File: src/rtl/pwm_fade_scheduler.sv
// pwm_fade_scheduler: feeds a CH-channel PWM duty bank, applying a target at once
// or fading every channel one LSB per prescaled step, with a reload strobe per update.
module pwm_fade_scheduler #(
    parameter int CH  = 16,
    parameter int UDW = 4,
    parameter int DIV = 100000
) (
    input  logic              clk,
    input  logic              rst_n,
    input  logic              ce,
    input  logic              cmd_valid,
    output logic              cmd_ready,
    input  logic [CH*UDW-1:0] cmd_target,
    input  logic              cmd_mode,
    input  logic              abort,
    output logic [CH*UDW-1:0] duty,
    output logic              re,
    output logic              busy,
    output logic              done
);
    localparam int PW = DIV > 1 ? $clog2(DIV) : 1;

    typedef enum logic [2:0] {IDLE, WAIT, STEP, APPLY, FINISH} state_t;

    state_t            state, nxt;
    logic [PW-1:0]     presc;
    logic [CH*UDW-1:0] tgt, stepped;
    logic              accept, tick;
    logic              ready_d, busy_d, re_d, done_d;

    assign accept = state == IDLE && cmd_valid && cmd_ready;
    assign tick   = ce && presc == PW'(DIV - 1);

    // per-channel saturating move of one LSB toward the target
    for (genvar g = 0; g < CH; g++) begin : g_ch
        logic [UDW-1:0] d, t;
        assign d = duty[g*UDW +: UDW];
        assign t = tgt[g*UDW +: UDW];
        assign stepped[g*UDW +: UDW] = d < t ? d + UDW'(1) : d > t ? d - UDW'(1) : d;
    end

    always_ff @(posedge clk or negedge rst_n) begin
        if (!rst_n) begin
            state     <= IDLE;
            presc     <= '0;
            tgt       <= '0;
            duty      <= '0;
            cmd_ready <= 1'b0;
            busy      <= 1'b0;
            re        <= 1'b0;
            done      <= 1'b0;
        end else begin
            state     <= nxt;
            presc     <= state != WAIT || abort ? '0 : ce ? (tick ? '0 : presc + 1'b1) : presc;
            tgt       <= accept ? cmd_target : tgt;
            duty      <= accept && cmd_mode ? cmd_target : state == STEP && !abort ? stepped : duty;
            cmd_ready <= ready_d;
            busy      <= busy_d;
            re        <= re_d;
            done      <= done_d;
        end
    end

    always_comb begin
        nxt = state;
        case (state)
            IDLE:    nxt = accept ? (cmd_mode ? APPLY : WAIT) : IDLE;
            WAIT:    nxt = abort ? IDLE : tick ? STEP : WAIT;
            STEP:    nxt = abort ? IDLE : APPLY;
            APPLY:   nxt = duty == tgt ? FINISH : WAIT;
            default: nxt = IDLE;
        endcase
    end

    // outputs are registered Moore decodes of the upcoming state
    always_comb begin
        ready_d = nxt == IDLE;
        busy_d  = nxt != IDLE;
        re_d    = nxt == APPLY;
        done_d  = nxt == FINISH;
    end
endmodule

File: config.mk
export PLATFORM = sky130hd
export DESIGN_NAME = pwm_fade_scheduler
export DESIGN_NICKNAME = d
export VERILOG_FILES = /design/src/rtl/pwm_fade_scheduler.sv
export SDC_FILE = /design/constraint.sdc
export NUM_CORES = 1
export LEC_CHECK = 0
export ABC_AREA = 1
export BUFFER_PORTS_ARGS = -buffer_cell sky130_fd_sc_hd__buf_2
export CELL_PAD_IN_SITES_DETAIL_PLACEMENT = 1
export CELL_PAD_IN_SITES_GLOBAL_PLACEMENT = 2
export CORE_AREA = 2 2 157 197
export DETAILED_ROUTE_END_ITERATION = 8
export DIE_AREA = 0 0 159 199
export PLACE_DENSITY = 0.86
export SLEW_MARGIN = 20
export SYNTH_ARGS = -nofsm -noshare
export SYNTH_HDL_FRONTEND = slang
export SYNTH_SLANG_ARGS = --single-unit
File: constraint.sdc
create_clock -name clk -period 2.6 [get_ports clk]
set_clock_uncertainty 0.1 [all_clocks]
set_input_delay 0.26 -clock clk [delete_from_list [all_inputs] [get_ports clk]]
set_output_delay 0.26 -clock clk [all_outputs]
set_load 0.01 [all_outputs]
==> results of run 1 <==
==> cell families (layout without fill, tap and decap cells) <==
group           Yosys count  in the layout  synth area share
simple gates            600            600             0.249
compound gates          212            212             0.113
buf+inv                 209            428            0.0812
flops                   152            152             0.382
fa+ha+maj               113            113             0.154
xor+xnor                 22             22            0.0194
mux                       1              1           0.00101
==> synth_stat cells (all sizes together) <==
| library cell | count |
|---|---|
| nand4 | 4 |
| buf | 16 |
| clkinv | 1 |
| nor3 | 6 |
| a21o | 16 |
| nor2 | 98 |
| xor2 | 12 |
| o21bai | 3 |
| o211ai | 5 |
| nand2 | 386 |
| ha | 97 |
| fa | 16 |
| xnor2 | 10 |
| o21ai | 143 |
| mux2i | 1 |
| or2 | 2 |
| clkbuf | 13 |
| dfrtp | 152 |
| o22ai | 5 |
| a31oi | 1 |
| a21oi | 39 |
| inv | 179 |
| nand3 | 104 |
==> registers in the layout (all words and copies together) (netlist names) <==
signal and flops:
duty 64, re 1, tgt 64, cmd_ready 1, state 3, done 1, busy 1, presc 17
==> power groups by stage <==
stage                     registers, mW  logic (mW)  clock network (mW)
final                              4.25        11.0                2.48
after floorplan                    4.33        7.43                   0
after global placement             4.25        10.1                   0
after global routing               4.41        12.9                2.66
after CTS                          4.26        10.7                2.58
after detailed placement           4.30        10.6                   0
==> what timing repair did <==
action | in CTS | in global routing
hold buffers | 45 | 0
hold endpoints to repair | 87 | 0
setup buffers | 0 | 10
gates resized for setup | 0 | 23
setup endpoints to repair | 0 | 15
==> worst max-delay path, delay by kind of cell, from the launching register on <==
| kind | cells | cell delay (ps) |
|---|---|---|
| adder cells (fa/ha/maj) | 2 | 680 |
| AO/OA/AOI/OAI | 3 | 540 |
| AND/OR/NAND/NOR | 7 | 480 |
| flip-flops | 1 | 450 |
| buffers and inverters | 1 | 60 |
==> final cells by class <==
| cell class | count | area, µm² |
|---|---|---|
| tap | 401 | 502 |
| clock inverter | 13 | 123 |
| clock buffer | 19 | 453 |
| inverter | 180 | 676 |
| timing repair buffer | 216 | 1440 |
| sequential | 152 | 3800 |
| fill | 3714 | 17500 |
| multi-input combinational | 948 | 5400 |
==> per-stage QoR <==
step,hold slack [ps],cells,power (mW),TNS [ps]
2_1_floorplan,-136,1309,11.8,0
3_3_place_gp,141,1842,14.4,0
3_5_place_dp,144,1842,14.9,0
4_1_cts,0.0879,1919,17.6,0
5_1_grt,17.6,1929,20.0,-95.7
6_report,23.5,1929,17.8,0
==> per-layer routing <==
layer | vias up | wire, µm | track usage
met5 | - | 0 | 0
met4 | 0 | 289 | 0.0515
met3 | 21 | 667 | 0.0290
met2 | 106 | 15400 | 0.357
met1 | 4518 | 12600 | 0.225
li1 | 4613 | - | -
==> worst max path at each step <==
stage                         from  endpoint  slack [ps]  cells past startpoint
after floorplan           duty[13]  duty[15]         310                     13
after global placement    duty[41]  duty[43]         140                     13
after global routing      duty[25]  duty[27]         -60                     13
final                     duty[25]  duty[27]         160                     13
after CTS                 duty[57]  duty[59]          20                     13
after detailed placement  duty[13]  duty[15]          80                     13
==> cells in the final DEF, fill, tap and decap left out, types with 16 or more instances in the layout <==
cell type	instances
nor2_1	92
o21ai_1	24
dlygate4sd3_1	45
o21ai_0	118
buf_4	31
clkbuf_16	17
nand3_1	102
fa_1	16
dfrtp_1	151
a21o_1	16
inv_1	167
ha_1	96
buf_2	136
a21oi_1	36
nand2_1	371
==> impl_metrics.csv, run 1 <==
group,metric,value,unit
worst_setup_path,cp.required,2820,ps
yosys,syn_inst,1309,
placement,dpl.hpwl,21.3,mm
timing,min_period_over_period,0.938,
timing,slew_violations,0,
grt,grtUsageTotal,0.190,
yosys,ys_types,33,
timing,fmax,410,MHz
worst_setup_path,crit_path_start_kind,"register",
outcome,outcome,"finished clean",
worst_hold_path,hp-start,"cmd_target[54]",
clock_network,htree_levels,4,
clock_network,cts_root_buf,"clkbuf_16",
worst_setup_path,r2r-start,"duty[25]",
pwr,p_clk_frac,0.139,
timing,hold_viol,0,
pwr,total_leakage_power,6.73,nW
yosys,synthesis.nets,1492,
drt,viasPerCell,4.80,
clock_network,clock_sinks,152,
grt,grt_pass1_wl,48.6,mm
worst_setup_path,path_common_cell,"nand2_1",
final_layout,final_area,12400,µm²
yosys,synth_area,9950,µm²
clock_network,numCtsBuffers,17,
timing,relSlewSlack,0.593,
grt,overflow,0,
timing,worstMarginPinSlew,611,ps
clock_network,clk_latency,430,ps
worst_setup_path,worstRegToRegCells,13,
placement,dp_slack,82.3,ps
pwr,vdd_drop_max,0.380,mV
drt,remaining_drc_errors,0,
timing,period_minus_slack,2440,ps
final_layout,n_antenna_cell,0,
yosys,synth.area.top_cells,"dfrtp_1, nand2_1, ha_1",
floorplan,die_x,159,µm
drt,ant_nets,0,
floorplan,initial_core_util,0.334,
clock_network,cts.path.max_buffers,2,
final_layout,layout-drive-gt1-share,0.161,
yosys,yosysWarningCount,0,
yosys,yosysSeqAreaShare,0.382,
floorplan,num_rows,71,
pwr,p_sw_frac,0.471,
timing,finalSetupViolCount,0,
worst_setup_path,cp_cell_sequence,"ha_1, inv_1, nor2_1, o21ai_1, nand2_1, ha_1, a21oi_1, a21o_1, nand2_1, nand3_1, nand3_1, nand2_1, nand2_1",
pwr,p_switching,8.37,mW
grt,grt_pass1_vias,9847,
worst_setup_path,timing.rr.end,"duty[27]",
drt,wl,29.0,mm
final_layout,final_util,0.415,
timing,setup_slack,161,ps
final_layout,nNetsFinal,1698,
drt,routedWlPerCell,15.0,µm
worst_setup_path,crit_path_top_delay_cell,"dfrtp_1",
pwr,seqPwrFrac,0.239,
worst_hold_path,hp-class,"in -> reg",
yosys,synth.avg_cell_area,7.60,µm²
drt,firstDrtPassIters,4,
grt,antenna_found_initial,0,
drt,vias,9258,
grt,grt_max_degree,76,
clock_network,tritoncts,"yes",
yosys,ys_ff_latch,152,
placement,io_buffers,137,
pwr,powerDensity,1430,nW/µm²
floorplan,core_area,29800,µm²
floorplan,design.die.area,31600,µm²
yosys,synth_top_area_frac,0.382,
pwr,p_comb_frac,0.622,
pwr,internal-power,9.40,mW
floorplan,io_pins,138,
worst_hold_path,hold_depth,3,
worst_setup_path,rrSetupSlack,160,ps
placement,gp_congestion,0.807,
placement,dpl_cell_area,11200,µm²
worst_setup_path,cp.arrival,2660,ps
clock_network,clkSlewWorstSetupHoldPaths,70,ps
worst_setup_path,crit_type,"reg -> reg",
final_layout,area_growth,24.5,%
worst_setup_path,cpPeakStageDelay,450,ps
worst_setup_path,path_max_fanout,5,
yosys,synth_top_cell_by_area,"dfrtp_1",
worst_setup_path,end_kind,"register",
run,maxCapViolations,0,
worst_hold_path,holdPathEnd,"tgt[54]",
floorplan,die_h,199,µm
drt,drt_iter0_drc,406,
Power figures use the tool's default switching activity.
==> inputs of run 2 (changes only) <==
Settings changed: PLACE_DENSITY 0.86 to 0.87.
==> run 2 against run 1 <==
Largest power group unchanged; non-clock buffer count is 5 higher; global-route usage down 0.33 points; cell count rose by 0.26%; sequential share of layout area fell by 0.14 points.
==> impl_metrics.csv, run 2 (synthesis results as in run 1) <==
group,metric,value,unit
outcome,outcome,"finished clean",
clock_network,cts_root_buf,"clkbuf_16",
worst_hold_path,hp-class,"in -> reg",
pwr,powerDensity,1440,nW/µm²
floorplan,core_area,29800,µm²
timing,relSlewSlack,0.502,
timing,hold_viol,0,
drt,drt_iter0_drc,299,
drt,vias,9255,
pwr,p_comb_frac,0.623,
grt,grt_pass1_vias,9728,
pwr,total_leakage_power,6.76,nW
floorplan,num_rows,71,
worst_setup_path,crit_start,"duty[33]",
clock_network,clk_latency,440,ps
final_layout,final_common_cell,"nand2_1",
worst_setup_path,crit_path_start_kind,"register",
timing,hold_slack,16.6,ps
floorplan,die_x,159,µm
clock_network,numCtsBuffers,17,
timing,worstMarginPinSlew,747,ps
placement,dpl.hpwl,20.9,mm
final_layout,fin_cells,1934,
pwr,p_clk_frac,0.140,
pwr,internal-power,9.53,mW
grt,overflow,0,
worst_setup_path,path_max_fanout,5,
final_layout,reg_top3,"duty (64), tgt (64), presc (17)",
final_layout,final_cell_mix,"nand2_1, inv_1, dfrtp_1, buf_2, o21ai_0",
worst_setup_path,crit_type,"reg -> reg",
drt,viasPerCell,4.79,
worst_setup_path,rrSetupSlack,120,ps
run,maxCapViolations,0,
placement,placed_cells,1838,
worst_setup_path,end_kind,"register",
floorplan,initial_core_util,0.334,
drt,routedWlPerCell,14.7,µm
placement,io_buffers,137,
drt,remaining_drc_errors,0,
worst_hold_path,holdPathEnd,"tgt[18]",
final_layout,nNetsFinal,1703,
final_layout,layout-drive-gt1-share,0.166,
worst_setup_path,cp.arrival,2710,ps
timing,fmax,404,MHz
placement,gp_congestion,0.789,
pwr,p_sw_frac,0.468,
pwr,vdd_drop_max,0.469,mV
grt,grtUsageTotal,0.187,
timing,period_minus_slack,2480,ps
worst_setup_path,timing.rr.end,"duty[34]",
pwr,seqPwrFrac,0.237,
drt,ant_nets,0,
clock_network,cts.path.max_buffers,2,
grt,grt_max_degree,83,
grt,antenna_found_initial,0,
timing,min_period_over_period,0.953,
worst_setup_path,r2r-start,"duty[33]",
floorplan,die_h,199,µm
worst_hold_path,hold_depth,3,
timing,finalSetupViolCount,0,
drt,wl,28.4,mm
clock_network,clkSlewWorstSetupHoldPaths,70,ps
floorplan,io_pins,138,
drt,firstDrtPassIters,5,
final_layout,area_growth,25.2,%
clock_network,tritoncts,"yes",
clock_network,clock_sinks,152,
pwr,p_switching,8.40,mW
floorplan,design.die.area,31600,µm²
final_layout,n_antenna_cell,0,
worst_hold_path,hp-start,"cmd_target[18]",
worst_setup_path,cp.required,2830,ps
grt,grt_pass1_wl,47.7,mm
worst_setup_path,worstRegToRegCells,12,
clock_network,htree_levels,4,
timing,slew_violations,0,
run 2: power groups by stage:
stage	Combinational (mW)	Sequential, mW	Clock [mW]
final	11.2	4.25	2.50
after global routing	13.0	4.42	2.70
after global placement	10.0	4.26	0
after detailed placement	10.4	4.29	0
after CTS	10.6	4.26	2.60
after floorplan	7.43	4.33	0
run 2: how the worst max path moves through the flow:
stage / slack [ps] / endpoint / cells after the start
2_1_floorplan: 310 / duty[15] / 13
3_3_place_gp: 140 / duty[15] / 13
3_5_place_dp: 30 / duty[39] / 13
4_1_cts: 0.3 / duty[39] / 13
5_1_grt: -50 / duty[34] / 12
6_report: 120 / duty[34] / 12
run 2: layer usage:
metal,track usage,share of wire,vias to the layer above
li1,-,-,4627
met1,0.219,0.44,4518
met2,0.357,0.53,92
met3,0.0263,0.020,18
met4,0.0488,0.012,0
met5,0,0,-
run 2: per-stage QoR:
| step | TNS [ps] | power (mW) | setup slack, ps | area (µm²) | util |
|---|---|---|---|---|---|
| after global routing | -111 | 20.1 | -49.8 | 12500 | 0.417 |
| after detailed placement | 0 | 14.7 | 34.0 | 11200 | 0.376 |
| after floorplan | 0 | 11.8 | 307 | 9950 | - |
| final | 0 | 17.9 | 123 | 12500 | 0.417 |
| after global placement | 0 | 14.3 | 141 | 11200 | 0.376 |
| after CTS | 0 | 17.5 | 0.281 | 12300 | 0.411 |
run 2: final cells by class:
| class | count | area (µm²) |
|---|---|---|
| clock buffers | 17 | 425 |
| clock inverters | 15 | 155 |
| fillers | 3716 | 17400 |
| inverters | 180 | 676 |
| multi-input cells | 948 | 5420 |
| flip-flops and latches | 152 | 3810 |
| well taps | 401 | 502 |
| repair buffers | 221 | 1480 |
run 2: timing repair:
action | CTS | global route
endpoints found under the hold margin | 97 | 0
gates resized for setup | 0 | 29
hold buffers | 46 | 0
endpoints found under the setup margin | 0 | 18
buffers inserted | 0 | 18
run 2: worst max-delay path, cell delays in order (launching register included):
cell,delay [ps]
dfrtp_1,450
ha_1,330
inv_1,60
nor2_1,40
o21ai_1,180
nand2_1,170
buf_4,180
fa_1,380
xor2_1,180
nand2_1,70
o21ai_0,90
nand2_1,100
nand2_1,50
